**config.mk**
```make
export PLATFORM = sky130hd
export DESIGN_NAME = alu_writeback
export DESIGN_NICKNAME = d
export VERILOG_FILES = /design/src/rtl/simd_pkg.sv /design/src/rtl/sync_fifo.sv /design/src/rtl/alu_writeback.sv
export SDC_FILE = /design/constraint.sdc
export NUM_CORES = 1
export LEC_CHECK = 0
export BUFFER_PORTS_ARGS = -buffer_cell sky130_fd_sc_hd__buf_2
export CORE_AREA = 2 2 157 236
export CTS_CLUSTER_SIZE = 40
export DETAILED_ROUTE_END_ITERATION = 10
export DIE_AREA = 0 0 159 238
export MAX_ROUTING_LAYER = met4
export SLEW_MARGIN = 0
export SYNTH_ARGS = -nofsm -noshare
export SYNTH_HDL_FRONTEND = slang
export SYNTH_SLANG_ARGS = --single-unit
```
**constraint.sdc**
```tcl
create_clock -name clk -period 3.3 [get_ports clk]
set_clock_uncertainty 0.2 [all_clocks]
set_input_delay 0.33 -clock clk [delete_from_list [all_inputs] [get_ports clk]]
set_output_delay 0.33 -clock clk [all_outputs]
set_load 0.03 [all_outputs]
```
**src/rtl/simd_pkg.sv**
```systemverilog
// rtl/simd_pkg.sv - opcode encodings shared by the lane ALU and its writeback stage
package simd_pkg;

  localparam int OPCODE_WIDTH = 4;

  typedef enum logic [OPCODE_WIDTH-1:0] {
    OP_NOOP          = 4'd0,
    OP_ADD           = 4'd1,
    OP_SUB           = 4'd2,
    OP_MUL           = 4'd3,
    OP_DOTP          = 4'd4,
    OP_STORE_TEMP_S1 = 4'd5,
    OP_STORE_TEMP_S2 = 4'd6,
    OP_STORE_RESULT  = 4'd7,
    OP_STOP          = 4'd8
  } opcode_e;

endpackage

```
**src/rtl/sync_fifo.sv**
```systemverilog
// rtl/sync_fifo.sv - single-clock FIFO with occupancy count and same-cycle push/pop
module sync_fifo #(
  parameter int WIDTH = 8,
  parameter int DEPTH = 4
) (
  input  logic                     clk,
  input  logic                     rst_n,
  input  logic                     push,
  input  logic [WIDTH-1:0]         push_data,
  input  logic                     pop,
  output logic [WIDTH-1:0]         pop_data,
  output logic [$clog2(DEPTH):0]   count,
  output logic                     full,
  output logic                     empty
);

  localparam int AW = $clog2(DEPTH);
  localparam int CW = AW + 1;

  logic [WIDTH-1:0] mem [DEPTH];
  logic [AW-1:0]    wr_ptr;
  logic [AW-1:0]    rd_ptr;
  logic             do_push;
  logic             do_pop;

  // A push into a full FIFO is still taken when the head leaves in the same cycle.
  assign do_pop   = pop && !empty;
  assign do_push  = push && (!full || do_pop);
  assign full     = (count == CW'(DEPTH));
  assign empty    = (count == '0);
  assign pop_data = mem[rd_ptr];

  // Storage, pointers and occupancy; storage is cleared so the head reads zero after reset.
  always_ff @(posedge clk or negedge rst_n) begin
    if (!rst_n) begin
      wr_ptr <= '0;
      rd_ptr <= '0;
      count  <= '0;
      for (int i = 0; i < DEPTH; i++) begin
        mem[i] <= '0;
      end
    end else begin
      if (do_push) begin
        mem[wr_ptr] <= push_data;
        wr_ptr      <= wr_ptr + 1'b1;
      end
      if (do_pop) begin
        rd_ptr <= rd_ptr + 1'b1;
      end
      case ({do_push, do_pop})
        2'b10:   count <= count + 1'b1;
        2'b01:   count <= count - 1'b1;
        default: count <= count;
      endcase
    end
  end

endmodule

```
**src/rtl/alu_writeback.sv**
```systemverilog
// rtl/alu_writeback.sv - turns registered lane-ALU results into buffered result-memory writes
module alu_writeback #(
  parameter int OPCODE_WIDTH = 4,
  parameter int ADDR_WIDTH   = 10,
  parameter int ACC_WIDTH    = 48,
  parameter int FIFO_DEPTH   = 4
) (
  input  logic                    clk,
  input  logic                    rst_n,
  input  logic                    issue_valid,
  input  logic [OPCODE_WIDTH-1:0] opcode_in,
  input  logic [ADDR_WIDTH-1:0]   addr_in,
  input  logic [31:0]             alu_out,
  output logic                    stall,
  output logic                    wr_valid,
  input  logic                    wr_ready,
  output logic [ADDR_WIDTH-1:0]   wr_addr,
  output logic [31:0]             wr_data,
  output logic                    done,
  output logic                    sat,
  output logic                    overflow
);

  import simd_pkg::*;

  localparam int CW = $clog2(FIFO_DEPTH) + 1;
  localparam int EW = ADDR_WIDTH + 32;

  typedef enum logic [1:0] {
    ST_RUN   = 2'd0,
    ST_DRAIN = 2'd1,
    ST_DONE  = 2'd2
  } state_e;

  state_e                  state;
  state_e                  state_nxt;
  logic                    pend_v;
  logic [OPCODE_WIDTH-1:0] pend_op;
  logic [ADDR_WIDTH-1:0]   pend_addr;
  logic [ACC_WIDTH-1:0]    acc;
  logic [ACC_WIDTH-1:0]    acc_nxt;
  logic                    push;
  logic [31:0]             push_word;
  logic                    sat_hit;
  logic                    stop_hit;
  logic                    pop;
  logic [EW-1:0]           head;
  logic [CW-1:0]           fifo_count;
  logic                    fifo_full;
  logic                    fifo_empty;
  logic                    accept;

  assign accept   = issue_valid && (state == ST_RUN);
  assign pop      = wr_valid && wr_ready;
  assign wr_valid = !fifo_empty;
  assign wr_addr  = head[EW-1:32];
  assign wr_data  = head[31:0];
  assign done     = (state == ST_DONE);
  // One op may already be in flight when upstream sees stall, hence the -1 headroom.
  assign stall    = (fifo_count >= CW'(FIFO_DEPTH - 1)) || (state != ST_RUN);

  // Issue register mirrors the ALU's one-cycle latency; issues after STOP are not captured.
  always_ff @(posedge clk or negedge rst_n) begin
    if (!rst_n) begin
      pend_v    <= 1'b0;
      pend_op   <= '0;
      pend_addr <= '0;
    end else begin
      pend_v <= accept;
      if (accept) begin
        pend_op   <= opcode_in;
        pend_addr <= addr_in;
      end
    end
  end

  // Retire decode: what the op whose result is on alu_out does this cycle.
  always_comb begin
    push      = 1'b0;
    push_word = alu_out;
    acc_nxt   = acc;
    sat_hit   = 1'b0;
    stop_hit  = 1'b0;
    if (pend_v) begin
      case (pend_op)
        OP_ADD, OP_SUB, OP_MUL: begin
          push = 1'b1;
        end
        OP_DOTP: begin
          acc_nxt = acc + {{(ACC_WIDTH-32){1'b0}}, alu_out};
        end
        OP_STORE_RESULT: begin
          push    = 1'b1;
          acc_nxt = '0;
          if (|acc[ACC_WIDTH-1:32]) begin
            push_word = 32'hFFFF_FFFF;
            sat_hit   = 1'b1;
          end else begin
            push_word = acc[31:0];
          end
        end
        OP_STOP: begin
          stop_hit = 1'b1;
        end
        default: begin
          push = 1'b0;
        end
      endcase
    end
  end

  // Accumulator and sticky status flags.
  always_ff @(posedge clk or negedge rst_n) begin
    if (!rst_n) begin
      acc      <= '0;
      sat      <= 1'b0;
      overflow <= 1'b0;
    end else begin
      acc <= acc_nxt;
      if (sat_hit) begin
        sat <= 1'b1;
      end
      if (push && fifo_full && !pop) begin
        overflow <= 1'b1;
      end
    end
  end

  // FSM state register.
  always_ff @(posedge clk or negedge rst_n) begin
    if (!rst_n) begin
      state <= ST_RUN;
    end else begin
      state <= state_nxt;
    end
  end

  // FSM next state: STOP starts the drain, an empty buffer finishes it, DONE holds until reset.
  always_comb begin
    state_nxt = state;
    case (state)
      ST_RUN:   if (stop_hit) state_nxt = ST_DRAIN;
      ST_DRAIN: if (fifo_empty) state_nxt = ST_DONE;
      ST_DONE:  state_nxt = ST_DONE;
      default:  state_nxt = ST_RUN;
    endcase
  end

  sync_fifo #(
    .WIDTH (EW),
    .DEPTH (FIFO_DEPTH)
  ) u_wr_fifo (
    .clk       (clk),
    .rst_n     (rst_n),
    .push      (push),
    .push_data ({pend_addr, push_word}),
    .pop       (pop),
    .pop_data  (head),
    .count     (fifo_count),
    .full      (fifo_full),
    .empty     (fifo_empty)
  );

endmodule
```
### Yosys cells after proc, flatten, opt, wreduce, memory -nomap -nowiden

Cells that the tools add are included.
Widths: inputs -> output; s select.

* add/subtract/negate cells: 5
* magnitude comparators: 4
* equal/unequal tests: 13
* multiplexer cells: 21
* bitwise gates (word level): 2
* reductions and logical operators: 21

Operator list (count)
* $bwmux 168: 1
* $mux 42: 3
* $mux 32: 3
* $pmux 48 s2: 1
* $bmux 42 s2: 1
* $demux 42 s2: 1
* $add 48x32->48: 1
* $reduce_or 16->1: 1
* $eq 4x2->1 const B: 2
* $eq 4x3->1 const B: 2
* $logic_and 1x1->1: 7
* $mux 1: 7
* $ge 3x3->1 const B: 2
* $not 2->3: 2
* $pmux 2 s3: 1
* $pmux 3 s2: 1
* $reduce_bool 2->1: 3
* $add 2x1->2 const B: 2
* $eq 2x1->1 const B: 2
* $eq 2x2->1 const B: 2
* $eq 4x1->1 const B: 1
* $eq 4x4->1 const B: 1
* $mux 2: 2
* $reduce_and 2->1: 2
* 12 further kinds: 15

* register bits: 242
* input port bits: 50
* output and inout port bits: 47
* word-level logic and storage cells: 80

### Longest topological paths before layout

Gate-level depths: netlist of run 1.

* word-level depth: 8
* gate-level depth with buffers: 11
* gate-level depth less buffers: 10

### Cells and area by module

Synthesis of run 1 repeated with hierarchy kept, for this count alone.

* cells, all modules: 1052
* area total of the unflattened synthesis: 12721.0 um^2

Modules (own cells, without submodules)
* sync_fifo: instances 1, cells an instance 445, area each 7713.6 um^2, seq. area each 4379.2 um^2
* alu_writeback: instances 1, cells an instance 607, area each 5007.3 um^2, seq. area each 1676.6 um^2

### Worst setup path after synthesis of run 1

No wires, ideal clock.

* path type: register -> register
* from: reg acc[0]
* to: reg acc[24]
* setup time: 0.129 ns
* arrival time: 2.593 ns
* data required time: 2.971 ns
* path slack: 0.378 ns
* stages on the path, launching flop included: 11
* path buffers: 0
* clock period less this slack: 2.922 ns
* path through: dfrtp_1 ha_1 fa_1 a211oi_1 o211a_1 o21ai_1 a31o_2 a41o_1 a221oi_2 xor2_1 o21ai_1

* longest elaborated chain between the ends: 2

Ends and longest elaborated chain
* start, declared: RTL line alu_writeback.sv:40 `logic [ACC_WIDTH-1:0] acc;`
* start signal, assigned: RTL line alu_writeback.sv:119 `acc <= acc_nxt;`
* $add 48x32->48: RTL line alu_writeback.sv:90 `acc_nxt = acc + {{(ACC_WIDTH-32){1'b0}}, alu_out};`
* $pmux 48 s2: RTL line alu_writeback.sv:85 `case (pend_op)`

No other way between the ends.
A chain may end at the register's enable or synchronous reset.

### Worst setup path in the final report of run 1

* from: reg acc[2]
* to: reg acc[31]

The elaborated chain is that of the path after synthesis.

==> results of run 1 <==
==> power breakdown <==
group          switching (µW)  total (µW)  internal [µW]
Clock                    1190        2760           1570
Sequential                726        4940           4210
Combinational            4160        7000           2830
==> per-layer routing <==
metal,wire [µm],up-vias
met1,13290,4573
met3,1149,57
met4,1114,0
met2,15260,169
li1,-,4434
met5,0,-
==> worst max-delay path: cells and delay by family, from the launching register on <==
kind / cells / cell delay (ns)
AOI/OAI and AO/OA: 5 / 1.50
DFF: 1 / 0.39
adders and majority gates: 1 / 0.39
and+or+nand+nor: 2 / 0.34
muxes: 1 / 0.21
==> cells in the mapped netlist (4+ instances only) <==
| cell | instances | area [µm²] |
|---|---|---|
| xor2_1 | 11 | 96.34 |
| a211oi_1 | 5 | 37.54 |
| nand3_1 | 14 | 70.07 |
| and3_1 | 5 | 31.28 |
| buf_4 | 6 | 45.04 |
| nand4_1 | 16 | 100.1 |
| nand2_1 | 208 | 780.8 |
| dfrtp_1 | 242 | 6056 |
| or3_1 | 39 | 244.0 |
| o21bai_1 | 6 | 45.04 |
| mux2_2 | 52 | 585.6 |
| a21oi_1 | 51 | 255.2 |
| a21o_1 | 11 | 82.58 |
| o21ai_1 | 13 | 65.06 |
| o31ai_1 | 4 | 30.03 |
| nor2_1 | 30 | 112.6 |
| clkbuf_1 | 55 | 206.5 |
| buf_2 | 4 | 20.02 |
| ha_1 | 39 | 488.0 |
| inv_1 | 16 | 60.06 |
| mux4_2 | 42 | 945.9 |
| nor4_1 | 6 | 37.54 |
| xnor2_1 | 28 | 245.2 |
| o21ai_0 | 207 | 1036 |
| buf_1 | 5 | 18.77 |
| o21a_1 | 4 | 30.03 |
==> state kept, by name, summed over array words and instances, names as in the netlist <==
name / cells
pend_addr: 10
u_wr_fifo.rd_ptr: 2
sat: 1
u_wr_fifo.wr_ptr: 2
state: 2
u_wr_fifo.mem: 168
overflow: 1
pend_op: 4
pend_v: 1
acc: 48
u_wr_fifo.count: 3
==> how the worst max path moves through the flow <==
| stage | from | to | slack (ns) |
|---|---|---|---|
| after global routing | acc[2]$_DFFE_PN0P_ | acc[39]$_DFFE_PN0P_ | 0.002 |
| after floorplan | acc[0]$_DFFE_PN0P_ | acc[24]$_DFFE_PN0P_ | 0.38 |
| after detailed placement | alu_out[9] | acc[39]$_DFFE_PN0P_ | 0.10 |
| after CTS | acc[9]$_DFFE_PN0P_ | acc[39]$_DFFE_PN0P_ | 0.15 |
| final | acc[2]$_DFFE_PN0P_ | acc[31]$_DFFE_PN0P_ | 0.15 |
| after global placement | alu_out[0] | acc[24]$_DFFE_PN0P_ | 0.13 |
==> layout make-up <==
cell class | count | area [µm²] | share of cell area [%]
flip-flops and latches | 242 | 6058 | 41.98
multi-input cells | 848 | 5942 | 41.18
repair buffers | 145 | 960.9 | 6.659
clock buffers | 31 | 688.2 | 4.769
well taps | 478 | 598.1 | 4.145
clock inverters | 13 | 115.1 | 0.7977
inverters | 16 | 60.06 | 0.4162
diodes | 3 | 7.507 | 0.05202
==> stage by stage <==
| stage | hold slack [ns] | total power, µW | std cells | util [%] |
|---|---|---|---|---|
| floorplan | -0.1656 | 10050 | 1180 | - |
| global placement | 0.2092 | 11860 | 1713 | 37.63 |
| detailed placement | 0.2132 | 12020 | 1713 | 37.63 |
| CTS | 0.01389 | 14850 | 1773 | 40.32 |
| global route | 0.08423 | 15770 | 1776 | 40.38 |
| finish | 0.03926 | 14700 | 1776 | 40.38 |
==> cell families after synthesis <==
kind of cell               Yosys count  synth area share, %
xor gates and xnor gates            39                2.762
buffers and inverters               90                3.196
DFF                                242                48.96
adders and majority gates           42                4.350
and+or+nand+nor                    340                12.41
AOI/OAI and AO/OA                  331                15.78
muxes                               96                12.54
==> what timing repair did <==
action,4_1_cts,5_1_grt
resized for setup,0,2
endpoints found under the setup margin,0,5
hold buffers,16,0
endpoints found under the hold margin,106,0
==> placed cells by master (no fill, tap or decap), types with 5 or more instances in the layout <==
cell type / count
or3_1: 39
o21ai_1: 13
dfrtp_1: 240
xnor2_1: 28
mux4_2: 42
o21bai_1: 6
buf_4: 28
inv_1: 16
nand3_1: 14
o21ai_0: 207
nor2_1: 30
ha_1: 39
buf_2: 95
mux2_2: 52
a21oi_1: 51
nor4_1: 6
nand4_1: 16
clkbuf_16: 25
buf_12: 5
a21o_1: 11
clkinv_2: 5
and3_1: 5
xor2_1: 11
dlygate4sd3_1: 16
nand2_1: 204
==> qor.yml, run 1 <==
cts:
  cts_buffer_depth: 3
  cts_tree: "yes"
  cts_setup_buffers: 0
  cts-root-buf: "clkbuf_16"
  clk_pin_slew_ns: 0.07
  cts_sinks: 242
  cts_made_buffers: 24
  clkLatencyLatePin_ns: 0.53
  cts-htree-levels: 1
setup_path:
  path_max_fanout: 5
  worst-endpoint-required_ns: 3.51
  crit_chain: "ha_1 > o21ai_1 > o21ai_1 > nand4b_1 > a2111oi_0 > o21ai_0 > a31oi_1 > mux2i_1 > nand2_1"
  start_kind: "flip-flop"
  reg2reg_from: "acc[2]$_DFFE_PN0P_"
  rr_worst_depth: 9
  cp_slowest_cell: "a2111oi_0"
  cp-end-kind: "flip-flop"
  reg2reg_slack_ns: 0.15
  cp_slowest_stage_delay_ns: 0.54
  arrival_ns: 3.36
  cp_common_cell: "o21ai_1"
  crit_type: "reg2reg"
  reg2reg_to: "acc[31]$_DFFE_PN0P_"
drt:
  vias: 9233
  drtPass1Iterations: 5
  wl_per_cell_um: 17.35
  drt-total-wl_mm: 30.82
  drtIter0Drc: 363
  viasPerCell: 5.199
  drc_errors: 0
  drt.antenna.violating_nets: 0
global_route:
  top_usage_layer: "met2"
  met2_usage_pct: 27.85
  antenna_found_initial: 3
  grt_pass1_wl_mm: 50.30
  track_usage_pct: 16.85
  overflow: 0
  gr-usage-met3_pct: 2.364
  grt_pass1_vias: 9403
  grt_start_max_net_pins: 95
  use_met1_pct: 20.91
yosys:
  ys.flop_type: "dfrtp_1"
  syn_inst: 1180
  syn_nets: 1271
  yosysWarnings: 0
  async_flop_share_pct: 100.0
  synth_edf_count: 0
  syn_area_um2: 12370
  synth_seq_cells: 242
  avgSynthCellArea_um2: 10.48
  yosysSeqAreaShare_pct: 48.96
  ys_types: 67
floorplan:
  dieWidth_um: 159
  start_util_pct: 34.61
  row_count: 85
  core_area_um2: 35730
  die_h_um: 238
  dieArea_um2: 37840
  ios: 97
min_path:
  min_delay_path_depth: 4
  min_to: "acc[0]$_DFFE_PN0P_"
  hold_path.class: "in2reg"
  min-delay-start: "alu_out[0]"
placement:
  numPortBuffers: 96
  gp_congestion: 0.8779
  place_ws_ns: 0.1011
  hpwl_mm: 21.54
  placed_cell_area_um2: 13450
job:
  maxCapViolations: 0
sta:
  setup_viol_count_final: 0
  slew_violations: 0
  fmax_mhz: 317.6
  fin_crit_sh_pct: 95.40
  tns_ns: 0
  relSlewSlack_pct: 48.12
  worst-slew-pin-transition_ns: 0.7701
  rsz0062_at_grt: "no"
  setup_ws_ns: 0.1517
  fin_crit_ns: 3.148
  finalHoldViolCount: 0
power_and_ir_drop:
  peakVddDrop_mv: 0.3361
  powerDensity_nw_per_um2: 1019
  p_leak_uw: 0.006434
finish:
  fill_cells: 3553
  finalNetCount: 1368
  final_area_um2: 14430
  area.growth.synth_to_final_pct: 16.66
  drive_above_1_share_pct: 22.47
outcome:
  status: "completed"
Power figures use the tool's default switching activity.
==> run 2, diff against run 1 <==
clock period = 3.36 ns   (was 3.3 ns; I/O delays follow)
==> qor.yml, run 2 (same netlist as run 1, synthesis figures left out) <==
global_route:
  grt_pass1_wl_mm: 50.49  # +0.37%
  grt_pass1_vias: 9384  # -0.20%
  antenna_found_initial: 4  # +1
  grt_start_max_net_pins: 126  # +33%
  overflow: 0  # unchanged
  track_usage_pct: 16.87  # +0.018 points
drt:
  drc_errors: 0  # unchanged
  viasPerCell: 5.225  # +0.51%
  drt.antenna.violating_nets: 0  # unchanged
  wl_per_cell_um: 17.50  # +0.86%
  vias: 9254  # +0.23%
  drtIter0Drc: 433  # +19%
  drt-total-wl_mm: 31.00  # +0.58%
  drtPass1Iterations: 5  # unchanged
power_and_ir_drop:
  combPwrFrac_pct: 47.1  # -0.5 points
  power_frac_seq_pct: 33.9  # +0.3 points
  p_switching_uw: 6016  # -1.1%
  peakVddDrop_mv: 0.3901  # +16%
  power_frac_clock_pct: 19.0  # +0.2 points
  sw_frac_of_total_pct: 41.49  # +0.12 points
  internal_power_uw: 8483  # -1.6%
  powerDensity_nw_per_um2: 1005  # -1.3%
  p_leak_uw: 0.006412  # -0.34%
sta:
  tns_ns: 0  # unchanged
  relSlewSlack_pct: 46.00  # -2.1 points
  fin_crit_ns: 3.178  # +0.02960 ns
  rsz0062_at_grt: "no"
  finalHoldViolCount: 0  # unchanged
  fmax_mhz: 314.7  # -0.93%
  slew_violations: 0  # unchanged
  worst-slew-pin-transition_ns: 0.8015  # +0.03141 ns
  setup_ws_ns: 0.1821  # +0.03040 ns
  fin_crit_sh_pct: 94.58  # -0.82 points
  setup_viol_count_final: 0  # unchanged
floorplan:
  core_area_um2: 35730  # unchanged
  dieWidth_um: 159  # unchanged
  ios: 97  # unchanged
  start_util_pct: 34.61  # unchanged
  row_count: 85  # unchanged
  die_h_um: 238  # unchanged
  dieArea_um2: 37840  # unchanged
setup_path:
  reg2reg_from: "acc[9]$_DFFE_PN0P_"
  critPathCapture: "acc[39]$_DFFE_PN0P_"
  path_max_fanout: 16  # +11
  rr_worst_depth: 10  # +1
  crit_type: "reg2reg"
  arrival_ns: 3.43  # +0.07 ns
  start_kind: "flip-flop"
  crit_chain: "ha_1 > nand2_1 > nor4_2 > o311ai_2 > a31oi_2 > a31o_2 > a221oi_4 > buf_4 > or4_1 > a21oi_1"
  worst-endpoint-required_ns: 3.61  # +0.10 ns
  crit_buf_inv: 1  # +1
  cp-end-kind: "flip-flop"
  reg2reg_slack_ns: 0.18  # +0.03 ns
  cp-startpoint: "acc[9]$_DFFE_PN0P_"
  cp_slowest_stage_delay_ns: 0.46  # -0.08 ns
  reg2reg_to: "acc[39]$_DFFE_PN0P_"
  crit_cells: 10  # +1
  cp_top_family: "compound AO/OA/AOI/OAI gates"
  cp_slowest_cell: "ha_1"
finish:
  final_common_cell: "dfrtp_1"
  area.growth.synth_to_final_pct: 16.59  # about the same
  finalNetCount: 1363  # -0.37%
  reg_top3: "u_wr_fifo.mem: 168 flops, acc: 48 flops, pend_addr: 10 flops"
  final_cell_mix: "dfrtp_1 (240), o21ai_0 (207), nand2_1 (204)"
  drive_above_1_share_pct: 22.11  # -0.36 points
  top_register: "u_wr_fifo.mem"
  largest_register_ffs: 168  # unchanged
min_path:
  hold_path.class: "in2reg"
placement:
  numPortBuffers: 96  # unchanged
  place_ws_ns: 0.08031  # -0.02082 ns
  gp_congestion: 0.8863  # +0.96%
  hpwl_mm: 21.33  # -0.97%
cts:
  cts_setup_buffers: 0  # unchanged
  cts-root-buf: "clkbuf_16"
  cts_sinks: 242  # unchanged
  clkLatencyLatePin_ns: 0.52  # about the same
  cts_made_buffers: 24  # unchanged
  clk_pin_slew_ns: 0.07  # about the same
  cts-htree-levels: 1  # unchanged
  cts_buffer_depth: 3  # unchanged
  cts_tree: "yes"
outcome:
  status: "completed"
job:
  maxCapViolations: 0  # unchanged
## run 2: changes by cell type in the layout (fill, tap and decap cells not counted), sizes merged
| cell | before | now |
|---|---|---|
| inv | 19 | 20 |
| buf | 129 | 124 |
| bufinv | 1 | 2 |
| clkbuf | 31 | 27 |
| clkinvlp | 1 | 4 |
| diode | 3 | 4 |
| clkinv | 8 | 6 |
## run 2: how the worst min path moves through the flow
stage	cells past startpoint	to	slack, ns	from
CTS	4	acc[0]$_DFFE_PN0P_	0.02	alu_out[0]
global route	4	acc[0]$_DFFE_PN0P_	0.05	alu_out[0]
global placement	1	pend_op[0]$_DFFE_PN0P_	0.04	rst_n
detailed placement	1	pend_op[1]$_DFFE_PN0P_	0.03	rst_n
floorplan	0	acc[0]$_DFFE_PN0P_	-0.16	rst_n
finish	4	acc[0]$_DFFE_PN0P_	0.04	alu_out[0]
## run 2: timing repair
item,CTS,global route
resized for setup,0,1
hold buffers,16,0
endpoints found under the hold margin,151,0
endpoints found under the setup margin,0,1
## run 2: worst min-delay path: stages
cell,delay (ns)
buf_2,0.09
ha_1,0.12
nand2_1,0.04
o21ai_0,0.14
## run 2: metal layers
metal	track usage, %	wire, µm	vias up
met1	20.86	13460	4610
met5	-	0	-
met2	28.42	15400	171
li1	-	-	4416
met3	2.451	1253	57
met4	5.785	886	0
## run 2: cell type report
cell class	count	area, µm²
Clock buffer	27	643.1
Clock inverter	16	163.9
Multi-Input combinational cell	848	5939
Antenna cell	4	10.01
Sequential cell	242	6058
Timing Repair Buffer	140	948.4
Inverter	16	60.06
Tap cell	478	598.1
Fill cell	3564	21310
## run 2: power groups by stage
stage | registers (µW) | logic [µW] | clock network (µW)
floorplan | 4680 | 5190 | 0
global placement | 4900 | 6740 | 0
detailed placement | 4970 | 6840 | 0
CTS | 4920 | 6880 | 2830
global route | 5090 | 7490 | 2950
finish | 4910 | 6820 | 2760
## run 2: stage by stage
stage | area, µm² | cells | hold WS [ns] | power [µW] | util (%)
5_1_grt | 14420 | 1771 | 0.04500 | 15520 | 40.36
3_3_place_gp | 13430 | 1708 | 0.03537 | 11640 | 37.59
3_5_place_dp | 13430 | 1708 | 0.03438 | 11810 | 37.59
6_report | 14420 | 1771 | 0.03611 | 14500 | 40.36
2_1_floorplan | 12370 | 1180 | -0.1596 | 9868 | -
4_1_cts | 14400 | 1767 | 0.01777 | 14630 | 40.30
